**src/rtl/router_pkg.sv**
```systemverilog
// Shared router types: output direction encoding, route-compute port FSM states
// and default mesh dimensions.
package router_pkg;

  // North/South follow the row index, which grows towards South.
  typedef enum logic [1:0] {
    DIR_NORTH = 2'd0,
    DIR_EAST  = 2'd1,
    DIR_SOUTH = 2'd2,
    DIR_WEST  = 2'd3
  } dir_t;

  typedef enum logic [1:0] {
    IDLE = 2'd0,
    PEND = 2'd1,
    BUSY = 2'd2,
    DONE = 2'd3
  } rc_state_t;

  localparam int DEF_NUM_PORTS      = 5;
  localparam int DEF_NUM_ROUTERS    = 16;
  localparam int DEF_ROUTER_PER_ROW = 4;

endpackage

```
**src/rtl/route_compute.sv**
```systemverilog
// Dimension-ordered (X then Y) route computation for a 2-D mesh.
// A destination equal to the current router yields DIR_NORTH (raw encoding 0).
module route_compute
  import router_pkg::*;
#(
  parameter  int NUM_ROUTERS    = DEF_NUM_ROUTERS,
  parameter  int ROUTER_PER_ROW = DEF_ROUTER_PER_ROW,
  localparam int ROUTER_ID_BITS = $clog2(NUM_ROUTERS)
) (
  input  logic [ROUTER_ID_BITS-1:0] i_current,
  input  logic [ROUTER_ID_BITS-1:0] i_dest,
  output dir_t                      o_dir
);

  int w_cur_x, w_cur_y, w_dst_x, w_dst_y;

  always_comb begin
    w_cur_x = int'(i_current) % ROUTER_PER_ROW;
    w_cur_y = int'(i_current) / ROUTER_PER_ROW;
    w_dst_x = int'(i_dest) % ROUTER_PER_ROW;
    w_dst_y = int'(i_dest) / ROUTER_PER_ROW;
    if (w_dst_x > w_cur_x)      o_dir = DIR_EAST;
    else if (w_dst_x < w_cur_x) o_dir = DIR_WEST;
    else if (w_dst_y > w_cur_y) o_dir = DIR_SOUTH;
    else                        o_dir = DIR_NORTH;
  end

endmodule

```
**src/rtl/rr_arbiter.sv**
```systemverilog
// Combinational round-robin arbiter: the search starts at i_ptr and wraps,
// giving one-hot and index forms of the single grant.
module rr_arbiter #(
  parameter  int N  = 5,
  localparam int IW = (N > 1) ? $clog2(N) : 1
) (
  input  logic [N-1:0]  i_req,
  input  logic [IW-1:0] i_ptr,
  output logic [N-1:0]  o_grant,
  output logic [IW-1:0] o_grant_idx,
  output logic          o_grant_valid
);

  logic [IW:0]   w_sum;
  logic [IW-1:0] w_idx;

  always_comb begin
    o_grant       = '0;
    o_grant_idx   = '0;
    o_grant_valid = 1'b0;
    w_sum         = '0;
    w_idx         = '0;
    for (int off = 0; off < N; off++) begin
      w_sum = {1'b0, i_ptr} + (IW+1)'(off);
      if (w_sum >= (IW+1)'(N)) begin
        w_sum = w_sum - (IW+1)'(N);
      end
      w_idx = w_sum[IW-1:0];
      if (!o_grant_valid && i_req[w_idx]) begin
        o_grant_valid  = 1'b1;
        o_grant[w_idx] = 1'b1;
        o_grant_idx    = w_idx;
      end
    end
  end

endmodule

```
**src/rtl/rc_arbiter.sv**
```systemverilog
// Shares one route_compute among NUM_PORTS requesters via round-robin and one stage register.
// Optional macro RC_LOCAL_EJECT_EN: report local destinations on rsp_local and force rsp_dir to 0.
module rc_arbiter
  import router_pkg::*;
#(
  parameter  int NUM_PORTS      = DEF_NUM_PORTS,
  parameter  int NUM_ROUTERS    = DEF_NUM_ROUTERS,
  parameter  int ROUTER_PER_ROW = DEF_ROUTER_PER_ROW,
  localparam int ROUTER_ID_BITS = $clog2(NUM_ROUTERS),
  localparam int PW             = (NUM_PORTS > 1) ? $clog2(NUM_PORTS) : 1
) (
  input  logic                                      clk,
  input  logic                                      rst_n,
  input  logic [ROUTER_ID_BITS-1:0]                 current_router,
  input  logic [NUM_PORTS-1:0]                      req_valid,
  input  logic [NUM_PORTS-1:0][ROUTER_ID_BITS-1:0]  req_dest,
  output logic [NUM_PORTS-1:0]                      req_ready,
  output logic [NUM_PORTS-1:0]                      rsp_valid,
  output logic [NUM_PORTS-1:0][1:0]                 rsp_dir,
  output logic [NUM_PORTS-1:0]                      rsp_local,
  input  logic [NUM_PORTS-1:0]                      rsp_ack,
  output logic [NUM_PORTS-1:0][1:0]                 o_dbg_state,
  output logic [PW-1:0]                             o_dbg_rr_ptr
);

  // Handshake: a request transfers on an edge where req_valid & req_ready;
  // a result is offered while rsp_valid and retired on an edge where rsp_ack is high.
  rc_state_t r_state     [NUM_PORTS];
  rc_state_t w_state_nxt [NUM_PORTS];

  logic [NUM_PORTS-1:0][ROUTER_ID_BITS-1:0] r_dest;
  logic [NUM_PORTS-1:0][1:0]                r_dir;
  logic [PW-1:0]                            r_rr_ptr;
  logic                                     r_stg_valid;
  logic [PW-1:0]                            r_stg_port;
  logic [ROUTER_ID_BITS-1:0]                r_stg_dest;

  logic [NUM_PORTS-1:0] w_pend, w_grant, w_wb;
  logic [PW-1:0]        w_grant_idx;
  logic                 w_grant_valid;
  dir_t                 w_rc_dir;

`ifdef RC_LOCAL_EJECT_EN
  logic [NUM_PORTS-1:0] r_local;
  logic                 w_is_local;
  assign w_is_local = (r_stg_dest == current_router);
`endif

  rr_arbiter #(.N(NUM_PORTS)) u_rr_arbiter (
    .i_req         (w_pend),
    .i_ptr         (r_rr_ptr),
    .o_grant       (w_grant),
    .o_grant_idx   (w_grant_idx),
    .o_grant_valid (w_grant_valid)
  );

  route_compute #(
    .NUM_ROUTERS    (NUM_ROUTERS),
    .ROUTER_PER_ROW (ROUTER_PER_ROW)
  ) u_route_compute (
    .i_current (current_router),
    .i_dest    (r_stg_dest),
    .o_dir     (w_rc_dir)
  );

  always_ff @(posedge clk) begin
    if (!rst_n) begin
      for (int p = 0; p < NUM_PORTS; p++) r_state[p] <= IDLE;
    end else begin
      for (int p = 0; p < NUM_PORTS; p++) r_state[p] <= w_state_nxt[p];
    end
  end

  always_comb begin
    for (int p = 0; p < NUM_PORTS; p++) begin
      w_state_nxt[p] = r_state[p];
      unique case (r_state[p])
        IDLE:    if (req_valid[p]) w_state_nxt[p] = PEND;
        PEND:    if (w_grant[p])   w_state_nxt[p] = BUSY;
        BUSY:    if (w_wb[p])      w_state_nxt[p] = DONE;
        DONE:    if (rsp_ack[p])   w_state_nxt[p] = IDLE;
        default: w_state_nxt[p] = IDLE;
      endcase
    end
  end

  always_comb begin
    for (int p = 0; p < NUM_PORTS; p++) begin
      req_ready[p]   = (r_state[p] == IDLE);
      rsp_valid[p]   = (r_state[p] == DONE);
      w_pend[p]      = (r_state[p] == PEND);
      w_wb[p]        = r_stg_valid && (r_stg_port == PW'(p));
      o_dbg_state[p] = r_state[p];
    end
    rsp_dir      = r_dir;
`ifdef RC_LOCAL_EJECT_EN
    rsp_local    = r_local;
`else
    rsp_local    = '0;
`endif
    o_dbg_rr_ptr = r_rr_ptr;
  end

  always_ff @(posedge clk) begin
    if (!rst_n) begin
      r_rr_ptr    <= '0;
      r_stg_valid <= 1'b0;
      r_stg_port  <= '0;
      r_stg_dest  <= '0;
      r_dest      <= '0;
      r_dir       <= '0;
`ifdef RC_LOCAL_EJECT_EN
      r_local     <= '0;
`endif
    end else begin
      r_stg_valid <= w_grant_valid;
      if (w_grant_valid) begin
        r_rr_ptr   <= (w_grant_idx == PW'(NUM_PORTS - 1)) ? '0 : w_grant_idx + 1'b1;
        r_stg_port <= w_grant_idx;
        r_stg_dest <= r_dest[w_grant_idx];
      end
      for (int p = 0; p < NUM_PORTS; p++) begin
        if (r_state[p] == IDLE && req_valid[p]) r_dest[p] <= req_dest[p];
        // Result registers only change on write-back, so they hold through DONE.
        if (w_wb[p]) begin
`ifdef RC_LOCAL_EJECT_EN
          r_local[p] <= w_is_local;
          r_dir[p]   <= w_is_local ? 2'b00 : w_rc_dir;
`else
          r_dir[p]   <= w_rc_dir;
`endif
        end
      end
    end
  end

  for (genvar gp = 0; gp < NUM_PORTS; gp++) begin : g_dest_chk
    a_dest_legal: assert property (@(posedge clk) disable iff (!rst_n)
      (req_valid[gp] && req_ready[gp]) |-> (int'(req_dest[gp]) < NUM_ROUTERS));
  end

endmodule

```
**config.mk**
```make
export PLATFORM = sky130hd
export DESIGN_NAME = rc_arbiter
export DESIGN_NICKNAME = d
export VERILOG_FILES = /design/src/rtl/router_pkg.sv /design/src/rtl/route_compute.sv /design/src/rtl/rr_arbiter.sv /design/src/rtl/rc_arbiter.sv
export SDC_FILE = /design/constraint.sdc
export NUM_CORES = 1
export LEC_CHECK = 0
export BUFFER_PORTS_ARGS = -buffer_cell sky130_fd_sc_hd__buf_4
export CORE_UTILIZATION = 55
export DETAILED_ROUTE_END_ITERATION = 8
export PLACE_DENSITY = 0.8
export SETUP_SLACK_MARGIN = 0.4
export SYNTH_ARGS = -nofsm -noshare
export SYNTH_HDL_FRONTEND = slang
export SYNTH_SLANG_ARGS = --single-unit
```
**constraint.sdc**
```tcl
create_clock -name clk -period 4.38 [get_ports clk]
set_clock_uncertainty 0.05 [all_clocks]
set_input_delay 0 -clock clk [delete_from_list [all_inputs] [get_ports clk]]
set_output_delay 0 -clock clk [all_outputs]
set_load 0.01 [all_outputs]
```
; After elaboration in Yosys (flattened, before gate mapping)
; Memories as Yosys holds them, arrays and structs flattened.
; Cells that the tools add are included.
[classes]
n_addsub = 10
mul = 0
div_mod_pow = 0
n_lt_le_gt_ge = 19
eq_ne = 20
n_shift = 0
mux = 78
n_bitwise = 9
reduce_logical = 29
[ops]
columns = op, n
row1 = 2-bit 2-to-1 mux, 28
row2 = 2-bit one-hot mux with 4 select lines, 5
row3 = 3-bit 2-to-1 mux, 11
row4 = 5-bit 2-to-1 mux, 5
row5 = 3-bit by 4-bit less-than comparator with 1-bit output (second input constant), 6
row6 = 2-bit equality test (second input constant), 10
row7 = 5-bit bitwise OR, 4
row8 = 1-bit logical AND, 19
row9 = 1-bit 2-to-1 mux, 17
row10 = 4-bit by 3-bit greater-or-equal comparator with 1-bit output (second input constant), 4
row11 = 1-bit binary-select mux with 3-bit select, 5
row12 = 1-bit demux with 3-bit select, 5
row13 = 3-bit by 1-bit greater-or-equal comparator with 1-bit output (second input constant), 5
row14 = 3-bit subtractor (second input constant), 5
row15 = 4-bit binary-select mux with 3-bit select, 1
row16 = 2-bit by 1-bit equality test with 1-bit output (second input constant), 5
row17 = 2-bit zero test, 5
row18 = 3-bit by 2-bit adder with 4-bit output (second input constant), 2
row19 = 3-bit by 2-bit equality test with 1-bit output (second input constant), 2
row20 = 3-bit equality test (second input constant), 2
row21 = 1-bit bitwise OR, 5
row22 = 3-bit by 1-bit adder with 4-bit output (second input constant), 1
row23 = 3-bit by 3-bit adder with 4-bit output (second input constant), 1
row24 = 2-bit greater-than comparator, 2
row25 = 7 further kinds, 10
[word_totals]
reg_bits = 41
latch_bits = 0
ramBits = 10
romBits = 0
input_bits = 36
out_inout_bits = 38
n_memories = 1
[memory_table]
columns = memory, words, word_bits, read_ports, rd_clocked_by_memory_dff, wr, line
row1 = r_state, 5, 2, 5, 0, 5, rc_arbiter.sv:28  ; rc_state_t r_state [NUM_PORTS];

; Depth between registers and ports, before layout
[depth]
word_depth = 20
ltp_mapped = 17
ltp_nobuf = 16

; Hierarchy
; Synthesis repeated with hierarchy kept, for this count alone.
[unflattened]
cells_unflattened = 517
area_unflattened_um2 = 4127.7
[by_module_without_submodules]
columns = module, n_inst, cells_each, area_each_um2, seq_area_each_um2
row1 = rc_arbiter, 1, 292, 2617.5, 1021.0
row2 = rr_arbiter, 1, 209, 1392.6, 0.0
row3 = route_compute, 1, 16, 117.6, 0.0

; Least setup slack after synthesis
; No wires, ideal clock.
[synth_timing]
path_kind = reg2reg
startpoint = register r_rr_ptr[1] (netlist: o_dbg_rr_ptr[1])
endpoint = register r_rr_ptr[2] (netlist: o_dbg_rr_ptr[2])
arrival_time_ns = 3.777
slack_ns = 0.468
stages_incl_launch_ff = 17
cell_sequence = dfxtp_1 clkbuf_1 inv_1 ha_1 ha_1 buf_2 buf_2 a21oi_1 o311a_1 o22a_4 or3_4 nor3_2 nor2_4 ha_1 nor2_1 mux2i_1 a211oi_1
[synth_via]
elab_chain_cells = 19
[synth_lines]
columns = item, line
row1 = from (decl), rc_arbiter.sv:33  ; logic [PW-1:0] r_rr_ptr;
row2 = from (signal assigned), rc_arbiter.sv:118  ; r_rr_ptr <= (w_grant_idx == PW'(NUM_PORTS - 1)) ? '0 : w_grant_idx + 1'b1;
row3 = "parallel branches: the longest is 16 deep, another holds 3-bit by 1-bit adder with 4-bit output", --
row4 = 3-bit 2-to-1 mux *, rr_arbiter.sv:29  ; if (!o_grant_valid && i_req[w_idx]) begin
row5 = via u_rr_arbiter.o_grant_idx[0], rr_arbiter.sv:10  ; output logic [IW-1:0] o_grant_idx,
row6 = 3-bit by 1-bit adder with 3-bit output or 3-bit equality test (tied branches), rc_arbiter.sv:118
row7 = 3-bit 2-to-1 mux *, rc_arbiter.sv:118
; Mark *: on every way through the listed nets, which the timed path passes. The select of a mux whose other input is x is not followed.
; A chain may end at the register's enable or synchronous reset.

==> run_results.csv <==
group,metric,value,unit
layout,multiInputGateArea,2910,um^2
yosys,seq_area_frac_synth,25.1,%
yosys,ys_ff_latch,51,
yosys,syn-instance-count,519,
layout,antenna-diode-count,0,
job,maxCapViolations,0,
power,ir_drop,0.000500,V
global_routing,antenna_found_initial,0,
global_routing,first_global_vias,4331,
sta,tns,0,ns
routing,drtIter0Drc,419,
worst_setup_path,crit_path_start_kind,"flop",
yosys,yosys_most_used_dff,"dfxtp_1",
routing,drt_wl_total,13.7,mm
cts,clk_root_buffer_cell,"clkbuf_8",
worst_setup_path,critical_path_class,"reg2reg",
floorplan,die_y,88.0,um
layout,fin_nets,702,
routing,dr.pass1.iters,5,
power,power.leakage,0.00225,uW
global_routing,gr-total-overflow,0,
layout,ff_latch_area,1020,um^2
worst_setup_path,cp.arrival,3.91,ns
hold_path,min_path_type,"in2reg",
placed_design,port_buffers,68,
floorplan,num_rows,30,
cts,cts_tree,"yes",
worst_setup_path,worst_setup_path_end_kind,"flop",
placed_design,dp_hpwl,9.52,mm
layout,syn2layout_area_growth,31.3,%
sta,min_period,3.77,ns
global_routing,grt_pass1_wl,21.2,mm
yosys,syn_area,4070,um^2
cts,cts_buffer_depth,2,
yosys,async_flop_share,0,%
floorplan,die_x,88.0,um
yosys,syn_avg_cell_area,7.84,um^2
cts,clkSlewWorstSetupHoldPaths,0.10,ns
routing,postRouteAntennaNets,0,
sta,worst_slew_pin_slew,1.16,ns
layout,drive_above_1_share,21.4,%
routing,num_vias,4581,
cts,clk_latency,0.31,ns
global_routing,grt_max_degree,43,
floorplan,fp.coreArea,6980,um^2
worst_setup_path,crit_path_start,"o_dbg_rr_ptr[1]",
yosys,ys_warn_count,0,
cts,post_cts_buffers,0,
hold_path,worstHoldPathCells,3,
cts,numCtsBuffers,5,
floorplan,die_area,7750,um^2
sta,slew_headroom,22.0,%
sta,fmax,266,MHz
sta,grt_setup_unrepaired,"false",
cts,cts_sinks,51,
worst_setup_path,worst_r2r_path_depth,12,
yosys,synth_edf_count,0,
routing,drc,0,
run_status,status,"finished, final reports clean",
layout,fillers,519,
power,p_per_area,892,nW/um^2
yosys,ys_types,81,
worst_setup_path,r2r-start,"o_dbg_rr_ptr[1]",
global_routing,grt_usage,35.6,%
floorplan,pin_count,74,
sta,final_max_slew_viol_count,0,
cts,htreeDepth,2,
routing,vias_per_cell,6.29,
layout,final_util,76.6,%
placed_design,gp_congestion,0.953,
hold_path,hp-start,"req_valid[2]",
sta,setup_viol,0,
routing,wl_per_cell,18.8,um
worst_setup_path,crit_fanout,10,
sta,post-route-period-util,86.0,%
worst_setup_path,crit_required,4.53,ns
floorplan,start_util,58.3,%
sta,hold_viol,0,
worst paths after layout:
check	to	slack (ns)
worst max register to register	r_state[0][7]	0.61
worst min register to register	r_stg_port[0]	0.42
worst max-delay path	r_state[0][7]	0.61
worst min-delay path	r_state[0][4]	0.01
registers in the layout, summed over array words and instances (netlist names):
register	count
r_dest	20
r_state	10
rsp_dir	10
r_stg_dest	4
o_dbg_rr_ptr	3
r_stg_port	3
r_stg_valid	1
synthesized netlist by cell type (all sizes together) (10+ instances only):
cell	n	area, um^2
o21ai	22	110
a21oi	44	224
buf	14	88.8
clkbuf	10	37.5
dfxtp	51	1020
nand3	28	145
inv	34	128
ha	34	425
mux2i	20	204
nor2	38	150
nand2	63	236
nor3b	10	75.1
a211oi	12	105
nor3	11	70.1
report_power, final:
group | switching (uW) | internal [uW] | leakage [uW]
Clock | 168 | 188 | 0.0000618
Combinational | 2200 | 1510 | 0.00177
Sequential | 116 | 593 | 0.000419
cells in the final DEF, fill, tap and decap left out, types with 3 or more instances in the layout:
cell           count
buf_4             83
nand2_1           63
dfxtp_1           50
a21oi_1           43
dlygate4sd3_1     41
nor2_1            36
inv_1             32
ha_1              29
nand3_1           27
o21ai_0           20
mux2i_1           19
nor3b_1           10
a211oi_1           9
nor3_1             8
nand2b_1           7
a31oi_1            7
o21a_1             7
a21o_1             6
or2_2              6
clkbuf_8           6
nor4_1             5
conb_1             5
or3_1              4
o221ai_1           4
o211ai_1           4
ha_2               4
and3b_1            3
nor2b_1            3
o31ai_1            3
a211o_1            3
and3_1             3
o22ai_1            3
o2111ai_1          3
final cells by class:
cell class | instances | share of cell area [%]
multi-input cells | 413 | 54.4
repair buffers | 125 | 19.5
flip-flops and latches | 51 | 19.1
inverters | 35 | 2.46
well taps | 96 | 2.25
clock buffers | 6 | 1.54
clock inverters | 2 | 0.726
metal layers:
metal  vias to the layer above  global-route usage [%]  part of all wire, %
met5                         -                       0                    0
met4                         0                    13.9                  3.8
met3                        53                    5.94                  6.6
met2                       224                    62.1                   49
met1                      2188                    43.7                   41
li1                       2116                       -                    -
repair_timing:
action                                  CTS  global route
endpoints found under the hold margin    23             0
hold buffers                             41             0
endpoints found under the setup margin    2            12
gates resized for setup                   3            19
gates cloned                              0             0
per-stage QoR:
stage | hold slack (ns) | setup slack, ns | std cells | instance area, um^2 | power, uW
2_1_floorplan | 0.0975 | 0.468 | 523 | 4090 | 3050
3_5_place_dp | 0.222 | 0.390 | 679 | 4710 | 4060
5_1_grt | 0.0341 | 0.404 | 728 | 5350 | 5110
6_report | 0.0132 | 0.615 | 728 | 5350 | 4770
3_3_place_gp | 0.216 | 0.453 | 679 | 4710 | 4010
4_1_cts | 0.0113 | 0.408 | 728 | 5250 | 4510
cell families (layout without fill, tap and decap cells):
family,after synthesis,in the layout,share of synthesized area [%]
xor+xnor,2,2,0.430
flops,51,51,25.1
buf+inv,59,168,6.33
other cells,1,5,0.0921
mux,23,23,6.03
compound gates,154,154,27.0
simple gates,194,194,24.1
fa+ha+maj,35,35,10.9
critical path: stages (launching register included):
cell and delay [ns]:
dfxtp_2 0.41, buf_4 0.18, ha_1 0.16, inv_1 0.05, fa_1 0.47, or2_1 0.35, a32oi_2 0.29, a22o_1 0.28
nand3_2 0.24, or4_1 0.63, o311ai_0 0.18, o21ai_1 0.21, mux2i_1 0.15
Power figures use the tool's default switching activity.
